==> config.mk <==
export PLATFORM = sky130hd
export DESIGN_NAME = uart_rx_fifo_mapper
export DESIGN_NICKNAME = d
export VERILOG_FILES = /design/src/rtl/uart_rx_fifo_mapper.sv
export SDC_FILE = /design/constraint.sdc
export NUM_CORES = 1
export LEC_CHECK = 0
export ABC_AREA = 1
export CAP_MARGIN = 20
export CORE_MARGIN = 5
export CORE_UTILIZATION = 60
export CTS_CLUSTER_DIAMETER = 50
export CTS_CLUSTER_SIZE = 24
export DETAILED_ROUTE_END_ITERATION = 10
export GPL_ROUTABILITY_DRIVEN = 0
export PLACE_DENSITY = 0.78
export SLEW_MARGIN = 0
export SYNTH_ARGS = -nofsm -noshare
export SYNTH_HDL_FRONTEND = slang
export SYNTH_SLANG_ARGS = --single-unit
==> constraint.sdc <==
create_clock -name clk -period 2.8 [get_ports clk]
set_input_delay 0.28 -clock clk [delete_from_list [all_inputs] [get_ports clk]]
set_output_delay 0.28 -clock clk [all_outputs]
set_load 0.005 [all_outputs]
==> src/rtl/uart_rx_fifo_mapper.sv <==
// uart_rx_fifo_mapper: memory-mapped UART receive FIFO for the 6502 bus.
// Registers: 0 DATA, 1 STATUS, 2 COUNT, 3 CTRL. The level IRQ asserts when occupancy
// reaches IRQ_THRESH and CTRL.irq_en is set.
// Optional feature macro: UART_RX_FIFO_AUTOPOP_EN (a DATA read also pops the head).
module uart_rx_fifo_mapper #(
  parameter int unsigned DEPTH      = 16,
  parameter int unsigned IRQ_THRESH = 1,
  parameter bit          IRQ_EN_RST = 1'b1
) (
  input  logic       clk,
  input  logic       reset,
  input  logic [7:0] uart_byte,
  input  logic       uart_byte_ready,
  input  logic       sel,
  input  logic [1:0] reg_addr,
  input  logic       we,
  input  logic [7:0] wdata,
  output logic [7:0] rdata,
  output logic       irq
);

  localparam int unsigned AW = (DEPTH > 1) ? $clog2(DEPTH) : 1;
  localparam int unsigned CW = AW + 1;
  localparam logic [CW-1:0] DepthC  = CW'(DEPTH);
  localparam logic [CW-1:0] ThreshC = CW'(IRQ_THRESH);

  logic [7:0]    mem_q [DEPTH];
  logic [AW-1:0] wr_ptr_q, wr_ptr_d;
  logic [AW-1:0] rd_ptr_q, rd_ptr_d;
  logic [CW-1:0] count_q, count_d;
  logic          ovf_q, ovf_d;
  logic          irq_en_q, irq_en_d;
  logic          irq_q, irq_d;
  logic [7:0]    rdata_q, rdata_d;

  logic empty, full;
  logic data_wr, data_rd, ctrl_wr;
  logic pop_req, pop, push, flush, clr_ovf, ovf_set;
  logic [8:0] count_ext;
  logic [7:0] count_sat;

  assign empty   = (count_q == '0);
  assign full    = (count_q == DepthC);
  assign data_wr = sel && we && (reg_addr == 2'd0);
  assign data_rd = sel && !we && (reg_addr == 2'd0);
  assign ctrl_wr = sel && we && (reg_addr == 2'd3);
  assign flush   = ctrl_wr && wdata[2];
  assign clr_ovf = ctrl_wr && wdata[1];

`ifdef UART_RX_FIFO_AUTOPOP_EN
  assign pop_req = data_wr || data_rd;
`else
  assign pop_req = data_wr;
`endif

  // A pop on an empty FIFO is ignored; a same-cycle pop frees the slot for a push when full.
  assign pop     = pop_req && !empty;
  assign push    = uart_byte_ready && (!full || pop) && !flush;
  assign ovf_set = uart_byte_ready && full && !pop && !flush;

  assign count_ext = 9'(count_q);
  assign count_sat = count_ext[8] ? 8'hFF : count_ext[7:0];

  // Next-state for pointers, count, sticky flags, IRQ and the read-data latch.
  always_comb begin
    wr_ptr_d = wr_ptr_q;
    rd_ptr_d = rd_ptr_q;
    count_d  = count_q;
    ovf_d    = ovf_q;
    irq_en_d = irq_en_q;
    rdata_d  = rdata_q;

    if (flush) begin
      wr_ptr_d = '0;
      rd_ptr_d = '0;
      count_d  = '0;
    end else begin
      if (push) wr_ptr_d = wr_ptr_q + AW'(1);
      if (pop)  rd_ptr_d = rd_ptr_q + AW'(1);
      count_d = count_q + CW'(push) - CW'(pop);
    end

    // Set wins over a same-cycle clear.
    if (clr_ovf) ovf_d = 1'b0;
    if (ovf_set) ovf_d = 1'b1;

    if (ctrl_wr) irq_en_d = wdata[0];
    irq_d = irq_en_d && (count_d >= ThreshC);

    // Reads see the state before this edge's updates.
    if (sel && !we) begin
      unique case (reg_addr)
        2'd0:    rdata_d = empty ? 8'h00 : mem_q[rd_ptr_q];
        2'd1:    rdata_d = {4'h0, irq_q, ovf_q, full, !empty};
        2'd2:    rdata_d = count_sat;
        default: rdata_d = {7'h00, irq_en_q};
      endcase
    end
  end

  // Storage array; contents need no reset since count gates visibility.
  always_ff @(posedge clk) begin
    if (push) mem_q[wr_ptr_q] <= uart_byte;
  end

  // Control state with synchronous active-high reset.
  always_ff @(posedge clk) begin
    if (reset) begin
      wr_ptr_q <= '0;
      rd_ptr_q <= '0;
      count_q  <= '0;
      ovf_q    <= 1'b0;
      irq_en_q <= IRQ_EN_RST;
      irq_q    <= 1'b0;
      rdata_q  <= 8'h00;
    end else begin
      wr_ptr_q <= wr_ptr_d;
      rd_ptr_q <= rd_ptr_d;
      count_q  <= count_d;
      ovf_q    <= ovf_d;
      irq_en_q <= irq_en_d;
      irq_q    <= irq_d;
      rdata_q  <= rdata_d;
    end
  end

  assign rdata = rdata_q;
  assign irq   = irq_q;

endmodule
==> out/metrics.csv, run 1 <==
metric,value,unit
status,"finished, final reports clean",
IO Count,32,
syn_area_per_cell,10.1,um2
Reg area,4410,um2
crit path cell chain,inv_2 > ha_2 > nand4_1 > nand2_2 > inv_2 > nand2_2 > nand2_4 > nand2_8 > ha_1 > inv_1 > ha_2 > fa_2 > a21oi_2 > nor2_1 > nor2_1 > xor2_1 > a31oi_1,
CP Launch Type,flip-flop,
global-route wire length before repair,24.5,mm
GR Overflow Total,0,
Internal Power,4.40,mW
Required @ worst endpoint,3090,ps
PwrDens,730,nW/um2
TritonCTS Buffers,17,
Die W,116,um
HP Class,flip-flop to flip-flop,
H-tree depth,4,
crit path DAT,2960,ps
total of max-cap violations,0,
Final period util,0.954,
Max-slew headroom,0.528,
worst hold margin,479,ps
drt drc,0,
worst-path maximum fanout,3,
Die ar.,13600,um2
area growth from synthesis to layout,17.9,%
drt pass-1 iters,8,
Detail Placement HPWL,9.86,mm
Synth area leaders,"edfxtp_1 57%, nand2_1 8.9%, dfxtp_1 8.2%",
Leakage Power,3.22,nW
antenna-violating nets left,0,
nets,762,
post-layout min period,2670,ps
Switching Share,0.247,
Post-synth ARST share,0,
wire per inst,17.9,um
Longest Clk Path Bufs,2,
Switch Pwr,1.44,mW
Yosys top cell area share,0.566,
power share of the clock group,0.393,
vias in the first global route,4742,
Crit. End Element,flip-flop,
Least-Margin Pin Slew,705,ps
Buf/Inv on CP,3,
clock sinks,156,
"Net Count, Synth",706,
antenna cell count,0,
antenna violations before repair,0,
largest net degree at the start of global routing,65,
Mapped Cells,671,
"EDFF count, synth",128,
cell area after synthesis,6800,um2
Buffers on Ports,26,
cts hold-fix bufs,0,
final slew viol count,0,
Iteration-0 DRC Markers,594,
yosys warns,0,
synth cell count leaders,"161 x nand2_1, 128 x edfxtp_1, 84 x inv_1, 71 x nand3_1, 70 x nor2_1",
synth unique cells,36,
fraction of layout instances using a drive strength above 1,0.124,
DR vias/cell,5.62,
Max Fclk,374,MHz
CTS tree,yes,
Initial Util,0.619,
clk_lat worst skew,420,ps
clk root buf,clkbuf_16,
CP Class,flip-flop to flip-flop,
Layout Skew,9.33,ps
Yosys reg bits,156,
register clock-pin slew on the reported worst setup and hold paths,60,ps
combinational share of power,0.150,
max incr delay on CP,350,ps
placed insts,847,
Crit path max-delay family,adder cells,
gr usage total,0.246,
Reg power frac,0.457,
via count,4947,
Die Ht,116,um
top_reg_cell synth,edfxtp_1,
detailed-route wire length,15.8,mm
Core ar.,11000,um2
"Seq/Total Area, Yosys",0.648,
peak supply drop,0.433,mV
Non-Filler Instances,880,
most frequent cell after synthesis,nand2_1,
"Setup violations, final",0,
Final Hold Fails,0,
FP Rows,38,
largest area contributor in the netlist,edfxtp_1,
multi-input gate area in the final layout,1920,um2
filler cell count,713,
Critical-path top delay cell,fa_2,
-- per-layer routing --
| metal | part of all wire | routed length [um] | GRT usage | up-vias |
|---|---|---|---|---|
| met5 | 0 | 0 | 0 | - |
| met4 | 0.025 | 394 | 0.104 | 0 |
| met3 | 0.095 | 1500 | 0.0539 | 42 |
| met2 | 0.50 | 7850 | 0.393 | 247 |
| met1 | 0.38 | 6010 | 0.327 | 2328 |
| li1 | - | - | - | 2330 |
-- logic make-up after synthesis --
| family | share of synthesized area |
|---|---|
| and+or+nand+nor | 0.200 |
| DFF | 0.648 |
| buffers and inverters | 0.0713 |
| AOI/OAI and AO/OA | 0.0527 |
| adders and majority gates | 0.0232 |
| xor gates and xnor gates | 0.00516 |
-- layout by cell type (no fill, tap or decap), types with 2 or more instances in the layout --
cell type        instances
nand2_2                  4
nand2_1                160
xor2_1                   3
nor3_1                   3
clkbuf_1                 5
ha_1                     9
o22ai_1                  2
edfxtp_1               128
buf_4                   33
o211ai_1                10
o21ai_0                 26
a21oi_2                  2
clkbuf_8                 3
buf_12                   2
dfxtp_2                  3
a21oi_1                 17
nand2_4                  2
clkdlybuf4s50_1         26
o21ai_1                  3
inv_1                   82
nand4_1                  2
nand3_1                 71
a31oi_1                  3
dfxtp_1                 25
nor2_2                   2
nor2_1                  70
clkinv_2                 3
clkbuf_16               20
ha_2                     2
inv_2                    8
-- state kept, by name (all words and copies together) (netlist names), named ones only --
signal	flops
rdata	8
count_q	5
irq	1
ovf_q	1
rd_ptr_q	4
irq_en_q	1
mem_q	128
wr_ptr_q	4
-- worst paths after layout --
path | from | end | slack [ps] | cells after the start
worst max-delay path | count_q[2] | irq | 130 | 17
worst min-delay path | rdata[0] | rdata[0] | 480 | 2
worst max register to register | count_q[2] | irq | 130 | 17
worst min register to register | rdata[0] | rdata[0] | 480 | 2
-- area by class of cell --
| cell class | count | share of cell area |
|---|---|---|
| multi-input combinational | 398 | 0.240 |
| timing repair buffer | 61 | 0.0684 |
| sequential | 156 | 0.550 |
| clock inverter | 4 | 0.00609 |
| inverter | 93 | 0.0440 |
| clock buffer | 28 | 0.0699 |
| tap | 140 | 0.0219 |
-- stage by stage --
stage	power, mW	cell area [um2]	util	setup TNS, ps	setup slack [ps]
detailed placement	3.53	7380	0.672	-254	-157
global placement	3.49	7380	0.672	-93.8	-69.8
floorplan	3.23	6800	-	0	189
CTS	5.81	7990	0.728	0	8.11
finish	5.85	8010	0.730	0	129
global route	6.06	8010	0.730	-4.46	-4.46
-- timing repair --
| item | CTS | global route |
|---|---|---|
| setup buffers | 0 | 1 |
| gates resized for setup | 1 | 8 |
| pin swaps | 0 | 4 |
| setup endpoints to repair | 1 | 3 |
-- power groups by stage --
stage / Combinational, mW / Clock [mW] / Sequential (mW)
after CTS: 0.835 / 2.31 / 2.67
after global routing: 0.970 / 2.41 / 2.68
final: 0.875 / 2.30 / 2.67
after floorplan: 0.534 / 0 / 2.70
after detailed placement: 0.816 / 0 / 2.71
after global placement: 0.779 / 0 / 2.71
-- tightest hold or removal path: cells and delay by family (launching register included) --
kind             cells  cell delay, ps
AND/OR/NAND/NOR      1              60
flip-flops           1             310
AO/OA/AOI/OAI        1              60
Power figures use the tool's default switching activity.
==> run 2: changes to the inputs <==
--- a/config.mk
+++ b/config.mk
@@ -8,13 +8,14 @@
 export ABC_AREA = 1
 export CAP_MARGIN = 20
 export CORE_MARGIN = 5
-export CORE_UTILIZATION = 60
+export CORE_UTILIZATION = 54
 export CTS_CLUSTER_DIAMETER = 50
 export CTS_CLUSTER_SIZE = 24
 export DETAILED_ROUTE_END_ITERATION = 10
 export GPL_ROUTABILITY_DRIVEN = 0
-export PLACE_DENSITY = 0.78
+export PLACE_DENSITY = 0.74
 export SLEW_MARGIN = 0
 export SYNTH_ARGS = -nofsm -noshare
 export SYNTH_HDL_FRONTEND = slang
 export SYNTH_SLANG_ARGS = --single-unit
+export TNS_END_PERCENT = 50
==> constraint.sdc (replaced) <==
create_clock -name clk -period 2.45 [get_ports clk]
set_input_delay 0.245 -clock clk [delete_from_list [all_inputs] [get_ports clk]]
set_output_delay 0.245 -clock clk [all_outputs]
set_load 0.005 [all_outputs]
==> out/metrics.csv, run 2 (synthesis results as in run 1) <==
metric,value,unit
nets,778,
area growth from synthesis to layout,21.1,%
Least-Margin Pin Slew,679,ps
clk root buf,clkbuf_16,
final slew viol count,0,
TritonCTS Buffers,17,
Required @ worst endpoint,2750,ps
placed cell area,7550,um2
worst-path maximum fanout,3,
antenna-violating nets left,0,
Max-slew headroom,0.547,
H-tree depth,4,
failing checks,setup timing,
peak supply drop,0.607,mV
Longest Clk Path Bufs,2,
Buffers on Ports,26,
Final period util,1.06,
Max Fclk,384,MHz
Die ar.,14900,um2
crit path DAT,2900,ps
CP Class,flip-flop to flip-flop,
HP Class,flip-flop to flip-flop,
Levels on crit path,17,
wire per inst,16.3,um
Detail Placement HPWL,9.75,mm
vias in the first global route,4968,
pre-CTS WS,-430,ps
Layout Skew,6.88,ps
Die W,122,um
global-route wire length before repair,24.0,mm
Final Hold Fails,0,
max incr delay on CP,390,ps
Buf/Inv on CP,3,
"Setup violations, final",3,
clk_lat worst skew,420,ps
largest net degree at the start of global routing,65,
filler cell count,926,
clock sinks,156,
Critical-path top delay cell,fa_2,
"most common cell after layout, fill and taps aside",nand2_1,
Initial Util,0.545,
Resized cells post-CTS,0,
gr usage total,0.213,
post-layout min period,2600,ps
antenna cell count,0,
total of max-cap violations,0,
IO Count,32,
Die Ht,122,um
DR vias/cell,5.33,
post-route worst setup slack,-151,ps
Pwr Total,6.97,mW
Crit. End Element,flip-flop,
CP Launch Type,flip-flop,
via count,4945,
FP Rows,41,
Iteration-0 DRC Markers,469,
status,finished with violations,
Core ar.,12500,um2
PwrDens,847,nW/um2
RSZ-0062 raised after global routing,true,
CTS tree,yes,
cts hold-fix bufs,0,
drt drc,0,
antenna violations before repair,0,
cell area after layout,8230,um2
max reg flops,128,
Leakage Power,3.31,nW
Crit path max-delay family,adder cells,
final core occ,0.660,
crit path cell chain,inv_2 > ha_4 > nand4_1 > nand2_1 > inv_2 > nand2_4 > nand2_4 > nand2_8 > ha_4 > inv_2 > ha_4 > fa_2 > a21oi_2 > nor2_1 > nor2_1 > xor2_1 > a31oi_1,
"commonest cells after routing, fill and taps aside","161 x nand2_1, 128 x edfxtp_1, 81 x inv_1, 71 x nand3_1, 70 x nor2_1",
drt pass-1 iters,5,
fraction of layout instances using a drive strength above 1,0.147,
detailed-route wire length,15.1,mm
Reg with most FFs,mem_q,
GR Overflow Total,0,
reg2reg path depth,17,
register clock-pin slew on the reported worst setup and hold paths,60,ps
worst hold path stage count,2,
[run 2: worst reg2reg max path, delay by kind of cell, from the launching register on]
kind | cells | cell delay, ps
DFF | 1 | 340
buffers and inverters | 3 | 180
and+or+nand+nor | 7 | 570
AOI/OAI and AO/OA | 2 | 220
xor gates and xnor gates | 1 | 230
adders and majority gates | 4 | 960
[run 2: worst paths after layout]
kind	startpoint	end	slack (ps)
max	count_q[2]	irq	-150
min	rdata[3]	rdata[3]	470
max reg2reg	count_q[2]	irq	-150
min reg2reg	rdata[3]	rdata[3]	470
[run 2: power by group]
part	switching [mW]	total [mW]	internal, mW
clock	1.01	2.80	1.79
sequential	0.0552	3.05	2.99
combinational	0.642	1.12	0.477
total	1.71	6.97	5.26
[run 2: per-stage QoR]
step	hold slack [ps]	setup TNS (ps)	instances
after global placement	456	-757	890
after global routing	481	-576	928
after CTS	473	-248	928
after floorplan	314	-39.3	671
after detailed placement	462	-1150	890
final	472	-291	928
[run 2: layout make-up]
type,instances,area (um2),share of cell area
Inverter,93,353,0.0429
Timing Repair Buffer,77,668,0.0812
Sequential cell,156,4410,0.536
Clock inverter,14,200,0.0243
Clock buffer,18,429,0.0522
Multi-Input combinational cell,398,1960,0.238
Tap cell,172,215,0.0262
[run 2: per-layer routing]
metal	routed length (um)	track usage	vias to the layer above
met5	0	0	-
li1	-	-	2360
met2	7730	0.369	164
met3	812	0.0511	41
met4	435	0.0903	0
met1	6110	0.255	2380
[run 2: repair_timing]
action                     in CTS  in global routing
buffers inserted                6                  0
setup endpoints to repair       2                  3
pin swaps                      10                  0
==> run 3: changes to the inputs <==
--- a/config.mk
+++ b/config.mk
@@ -9,7 +9,7 @@
 export CAP_MARGIN = 20
 export CORE_MARGIN = 5
 export CORE_UTILIZATION = 54
-export CTS_CLUSTER_DIAMETER = 50
+export CTS_CLUSTER_DIAMETER = 40
 export CTS_CLUSTER_SIZE = 24
 export DETAILED_ROUTE_END_ITERATION = 10
 export GPL_ROUTABILITY_DRIVEN = 0
==> results of run 3 <==
The final DEF is identical to that of run 2; final timing and power are the same.
